$ cat src/rtl/trace_pkg.sv
// Shared types and defaults for the RV32I commit-trace receiver.
package trace_pkg;

  localparam int unsigned XLEN      = 32;
  localparam int unsigned DEF_DEPTH = 16;
  localparam int unsigned DEF_CNT_W = 16;

  typedef enum logic [1:0] {
    IDLE    = 2'd0,
    CAPTURE = 2'd1,
    HALTED  = 2'd2
  } trace_state_t;

  typedef struct packed {
    logic [XLEN-1:0] pc;
    logic [XLEN-1:0] inst;
    logic [XLEN-1:0] alu;
  } trace_entry_t;

  // A core parked on "j ." reports a next PC equal to its current PC.
  function automatic logic is_self_loop(input logic [XLEN-1:0] pc,
                                        input logic [XLEN-1:0] next_pc);
    return pc == next_pc;
  endfunction

endpackage

$ cat src/rtl/trace_fifo.sv
// Show-ahead FIFO of trace entries; push while full is accepted only alongside a pop.
module trace_fifo
  import trace_pkg::*;
#(
  parameter int unsigned DEPTH = DEF_DEPTH
) (
  input  logic                     clk,
  input  logic                     rst_n,
  input  logic                     push,
  input  logic                     pop,
  input  trace_entry_t             din,
  output trace_entry_t             dout,
  output logic                     full,
  output logic                     empty,
  output logic [$clog2(DEPTH):0]   level
);

  localparam int unsigned AW = $clog2(DEPTH);
  localparam int unsigned PW = AW + 1;

  logic [PW-1:0] r_wr_ptr;
  logic [PW-1:0] r_rd_ptr;
  trace_entry_t  r_mem [DEPTH];

  logic w_do_push;
  logic w_do_pop;

  assign empty = (r_wr_ptr == r_rd_ptr);
  assign full  = (r_wr_ptr[AW] != r_rd_ptr[AW]) &&
                 (r_wr_ptr[AW-1:0] == r_rd_ptr[AW-1:0]);
  assign level = r_wr_ptr - r_rd_ptr;

  assign w_do_pop  = pop && !empty;
  assign w_do_push = push && (!full || w_do_pop);

  // Storage is not reset; the head is masked to zero whenever the FIFO is empty.
  assign dout = empty ? '0 : r_mem[r_rd_ptr[AW-1:0]];

  always_ff @(posedge clk) begin
    if (w_do_push) begin
      r_mem[r_wr_ptr[AW-1:0]] <= din;
    end
  end

  always_ff @(posedge clk or negedge rst_n) begin
    if (!rst_n) begin
      r_wr_ptr <= '0;
      r_rd_ptr <= '0;
    end else begin
      if (w_do_push) r_wr_ptr <= r_wr_ptr + PW'(1);
      if (w_do_pop)  r_rd_ptr <= r_rd_ptr + PW'(1);
    end
  end

endmodule

$ cat src/rtl/trace_capture.sv
// Commit-trace receiver: samples core debug ports into a FIFO and flags the end-of-program self-loop.
module trace_capture
  import trace_pkg::*;
#(
  parameter int unsigned DEPTH = DEF_DEPTH,
  parameter int unsigned CNT_W = DEF_CNT_W
) (
  input  logic                   clk,
  input  logic                   reset,
  input  logic                   trace_en,
  input  logic [XLEN-1:0]        pc_in,
  input  logic [XLEN-1:0]        inst_in,
  input  logic [XLEN-1:0]        alu_in,
  input  logic [XLEN-1:0]        next_pc_in,
  output logic                   rd_valid,
  input  logic                   rd_ready,
  output logic [XLEN-1:0]        rd_pc,
  output logic [XLEN-1:0]        rd_inst,
  output logic [XLEN-1:0]        rd_alu,
  output logic [$clog2(DEPTH):0] level,
  output logic                   halted,
  output logic [CNT_W-1:0]       drop_count,
  output logic [XLEN-1:0]        cycle_count
);

  trace_state_t r_state;
  trace_state_t w_state_nxt;

  logic w_push;
  logic w_clr;
  logic w_count;
  logic w_halt_set;
  logic w_pop;
  logic w_full;
  logic w_empty;
  logic w_drop;

  trace_entry_t w_din;
  trace_entry_t w_dout;

  logic             r_halted;
  logic [CNT_W-1:0] r_drop;
  logic [XLEN-1:0]  r_cycle;

  always_ff @(posedge clk or negedge reset) begin
    if (!reset) r_state <= IDLE;
    else        r_state <= w_state_nxt;
  end

  // Disabling capture wins over halt detection in CAPTURE.
  always_comb begin
    w_state_nxt = r_state;
    w_push      = 1'b0;
    w_clr       = 1'b0;
    w_count     = 1'b0;
    w_halt_set  = 1'b0;
    case (r_state)
      IDLE: begin
        if (trace_en) begin
          w_state_nxt = CAPTURE;
          w_clr       = 1'b1;
        end
      end
      CAPTURE: begin
        if (!trace_en) begin
          w_state_nxt = IDLE;
        end else begin
          w_push  = 1'b1;
          w_count = 1'b1;
          if (is_self_loop(pc_in, next_pc_in)) begin
            w_state_nxt = HALTED;
            w_halt_set  = 1'b1;
          end
        end
      end
      HALTED: begin
        if (!trace_en) w_state_nxt = IDLE;
      end
      default: w_state_nxt = IDLE;
    endcase
  end

  assign w_din  = '{pc: pc_in, inst: inst_in, alu: alu_in};
  assign w_pop  = rd_valid && rd_ready;
  assign w_drop = w_push && w_full && !w_pop;

  trace_fifo #(
    .DEPTH (DEPTH)
  ) u_fifo (
    .clk   (clk),
    .rst_n (reset),
    .push  (w_push),
    .pop   (w_pop),
    .din   (w_din),
    .dout  (w_dout),
    .full  (w_full),
    .empty (w_empty),
    .level (level)
  );

  // Status counters restart on every new capture session.
  always_ff @(posedge clk or negedge reset) begin
    if (!reset) begin
      r_halted <= 1'b0;
      r_drop   <= '0;
      r_cycle  <= '0;
    end else if (w_clr) begin
      r_halted <= 1'b0;
      r_drop   <= '0;
      r_cycle  <= '0;
    end else begin
      if (w_count)                  r_cycle  <= r_cycle + XLEN'(1);
      if (w_drop && (r_drop != '1)) r_drop   <= r_drop + CNT_W'(1);
      if (w_halt_set)               r_halted <= 1'b1;
    end
  end

  assign rd_valid    = !w_empty;
  assign rd_pc       = w_dout.pc;
  assign rd_inst     = w_dout.inst;
  assign rd_alu      = w_dout.alu;
  assign halted      = r_halted;
  assign drop_count  = r_drop;
  assign cycle_count = r_cycle;

endmodule

$ cat config.mk
export PLATFORM = sky130hd
export DESIGN_NAME = trace_capture
export DESIGN_NICKNAME = d
export VERILOG_FILES = /design/src/rtl/trace_pkg.sv /design/src/rtl/trace_fifo.sv /design/src/rtl/trace_capture.sv
export SDC_FILE = /design/constraint.sdc
export NUM_CORES = 2
export LEC_CHECK = 0
export BUFFER_PORTS_ARGS = -buffer_cell sky130_fd_sc_hd__buf_2
export CORE_MARGIN = 1
export CORE_UTILIZATION = 60
export CTS_CLUSTER_SIZE = 12
export DETAILED_ROUTE_END_ITERATION = 12
export PLACE_DENSITY = 0.86
export SYNTH_ARGS = -nofsm -noshare
export SYNTH_HDL_FRONTEND = slang
export SYNTH_SLANG_ARGS = --single-unit
$ cat constraint.sdc
create_clock -name clk -period 12.53 [get_ports clk]
set_input_delay 2.506 -clock clk [delete_from_list [all_inputs] [get_ports clk]]
set_output_delay 2.506 -clock clk [all_outputs]
set_load 0.005 [all_outputs]
==> impl_metrics.json <==
{
  "status": "completed",
  "hp-start": "u_fifo.r_wr_ptr[4]",
  "drc_errors": 0,
  "synth_simple_gate_area_share_pct": 2.53,
  "yosys.area.top_type": "edfxtp_1",
  "synthMostInstantiatedCell": "edfxtp_1",
  "finalPower_uw": 14900,
  "fp-row-count": 117,
  "synthArstFlopShare_pct": 3.82,
  "synth_xor_area_share_pct": 0.637,
  "worst_setup_path_end_kind": "output port",
  "drive_above_1_share_pct": 32.9,
  "grt_pass1_wl_um": 218000,
  "post_cts_hold_buffer_count": 0,
  "stdcell_count": 4461,
  "dieHeight_um": 323,
  "hold_class": "reg -> reg",
  "tightest_slew_ns": 1.33,
  "r2r_cells": 8,
  "drt_first_iter_violations": 4067,
  "hold_violations": 0,
  "layout.nets": 3147,
  "design_area_mm2": 0.0695,
  "fin_crit_sh_pct": 58.7,
  "cts.clk_slew.worst_paths_ns": 0.06,
  "p_leak_uw": 0.0223,
  "syn-num-nets": 2788,
  "yosys-top-cells-count": "edfxtp_1 (1,536), mux4_2 (480), and2_1 (97), clkbuf_1 (68), nand2_1 (63)",
  "ant_nets": 0,
  "critPathArrivalTime_ns": 4.85,
  "antenna_found_initial": 26,
  "track_usage_pct": 29.8,
  "clk_latency_ns": 0.76,
  "finalSetupViolCount": 0,
  "ys_seq_elements": 1597,
  "die_x_um": 323,
  "nFillCells": 5884,
  "max_freq_ghz": 0.136,
  "h-tree-depth": 4,
  "p_per_area_mw_per_mm2": 214,
  "postCtsSetupRepairBufs": 0,
  "min_path_cells": 1,
  "r2r-start": "u_fifo.r_rd_ptr[0]",
  "ios": 283,
  "dpl.hpwl_um": 76400,
  "wl_per_cell_um": 34.2,
  "vias_per_cell": 6.95,
  "synthMuxAreaShare_pct": 18.0,
  "gp_congestion": 0.839,
  "cp_max_fo": 56,
  "design.core.area_mm2": 0.102,
  "synth-seq-area-share_pct": 77.0,
  "die_area_mm2": 0.104,
  "cts-resized-gates": 0,
  "synth_area_leaders": "edfxtp_1 (75%), mux4_2 (17%), dfrtp_1 (2.5%)",
  "cts_tree": "built",
  "start_kind": "flip-flop",
  "synthFlopType": "edfxtp_1",
  "yosys_warnings": 0,
  "critical_path_class": "reg -> out",
  "required_ns": 10.02,
  "hold_path_end": "u_fifo.r_wr_ptr[4]",
  "cts_root_buf": "clkbuf_16",
  "synth_top_family_by_area": "multiplexers",
  "fin_worst_skew_ns": 0.0227,
  "dr_total_vias": 30987,
  "rsz0062_at_grt": "no",
  "synth_compound_area_share_pct": 0.536,
  "syn_inst": 2644,
  "cts.sinks": 1597,
  "yosysTopAreaCellShare_pct": 74.5,
  "slew_headroom_pct": 11.2,
  "synth-edff-count": 1536,
  "cts_buffer_depth": 3,
  "avgSynthCellArea_um2": 23.4,
  "maxCapViolations": 0,
  "synth_area_mm2": 0.0619,
  "dpl-instance-area_mm2": 0.0650,
  "wl_um": 153000,
  "dr.pass1.iters": 6,
  "fin_crit_ns": 7.35,
  "grt_pass1_vias": 31696,
  "r2r_end": "u_fifo.r_mem[14][48]",
  "finalSetupTns_ns": 0,
  "yosysUniqueCellTypes": 50,
  "r2r_setup_slack_ns": 6.95,
  "grt_max_degree": 188,
  "syn2layout_area_growth_pct": 12.3,
  "dp.cells": 4211,
  "grt-ovfl-total": 0,
  "maxSlewViolCount": 0,
  "initial_core_util_pct": 60.6,
  "io_buffers": 282,
  "synthAdderAreaFrac_pct": 0.255,
  "cts_buffers": 158,
  "irDropWorstVdd_v": 0.000330
}
==> per-layer routing <==
metal  share of wire (%)  vias up  GRT usage, %
li1                    -    11913             -
met1                  35    16303          39.3
met2                  51     2322          49.4
met3                 9.9      425          5.87
met4                 3.9       24          12.1
met5                0.10        -             0
==> cells by family (layout without fill, tap and decap cells) <==
logic type	count (synthesis)	after routing
compound gates	47	47
xor+xnor	45	45
fa+ha+maj	12	12
buf+inv	147	586
flops	1597	1597
mux	514	514
other cells	0	10
simple gates	282	282
==> worst max-delay path, cell delays in order, from the launching register on <==
cell	delay [ns]
dfrtp_4	0.80
buf_4	0.72
buf_4	0.96
mux4_2	0.64
mux4_2	0.49
and2_1	0.22
buf_2	0.15
==> cell usage in the layout, fill, tap and decap left out, types with 34 or more instances in the layout <==
cell and instances:
buf_4 48, dfrtp_1 58, edfxtp_1 1536, mux4_2 480, and2_1 97, mux2i_1 34
xnor2_1 42, clkbuf_16 164, clkbuf_1 48, nand2_1 62, buf_2 282
==> flip-flops by register name (all words and copies together), names as in the netlist <==
name and count:
halted 1, cycle_count 32, u_fifo.r_wr_ptr 5, u_fifo.r_mem 1536, drop_count 16, r_state 2, u_fifo.r_rd_ptr 5
==> final cells by class <==
class / instances / area, µm² / area share (%)
Sequential cell: 1597 / 47700 / 68.6
Multi-Input combinational cell: 900 / 13700 / 19.8
Clock buffer: 214 / 4310 / 6.21
Timing Repair Buffer: 333 / 1830 / 2.64
Tap cell: 1368 / 1710 / 2.46
Clock inverter: 26 / 146 / 0.211
Inverter: 13 / 56.3 / 0.0811
Antenna cell: 10 / 25.0 / 0.0360
==> worst max-delay path by stage <==
| stage | slack (ns) | endpoint | from |
|---|---|---|---|
| after floorplan | 2.26 | u_fifo.r_mem[0][0] | trace_en |
| after global placement | 5.94 | rd_alu[17] | u_fifo.r_rd_ptr[0] |
| after detailed placement | 5.89 | rd_alu[9] | u_fifo.r_rd_ptr[0] |
| after CTS | 5.01 | rd_alu[9] | u_fifo.r_rd_ptr[0] |
| after global routing | 4.80 | rd_alu[9] | u_fifo.r_rd_ptr[0] |
| final | 5.18 | rd_alu[19] | u_fifo.r_rd_ptr[0] |
==> through the flow <==
stage | hold WS (ns) | worst slack, ns | utilization (%)
floorplan | 0.462 | 2.26 | -
global placement | 0.453 | 5.94 | 63.7
detailed placement | 0.481 | 5.89 | 63.7
CTS | 0.510 | 5.01 | 68.1
global route | 0.529 | 4.80 | 68.1
finish | 0.517 | 5.18 | 68.1
==> power breakdown <==
group | internal [µW] | leakage [µW] | switching [µW]
registers | 6140 | 0.0147 | 174
logic | 2160 | 0.00551 | 2160
clock network | 2380 | 0.00217 | 1880
total | 10700 | 0.0223 | 4210
Note: power is estimated with default switching activity, not from simulation.
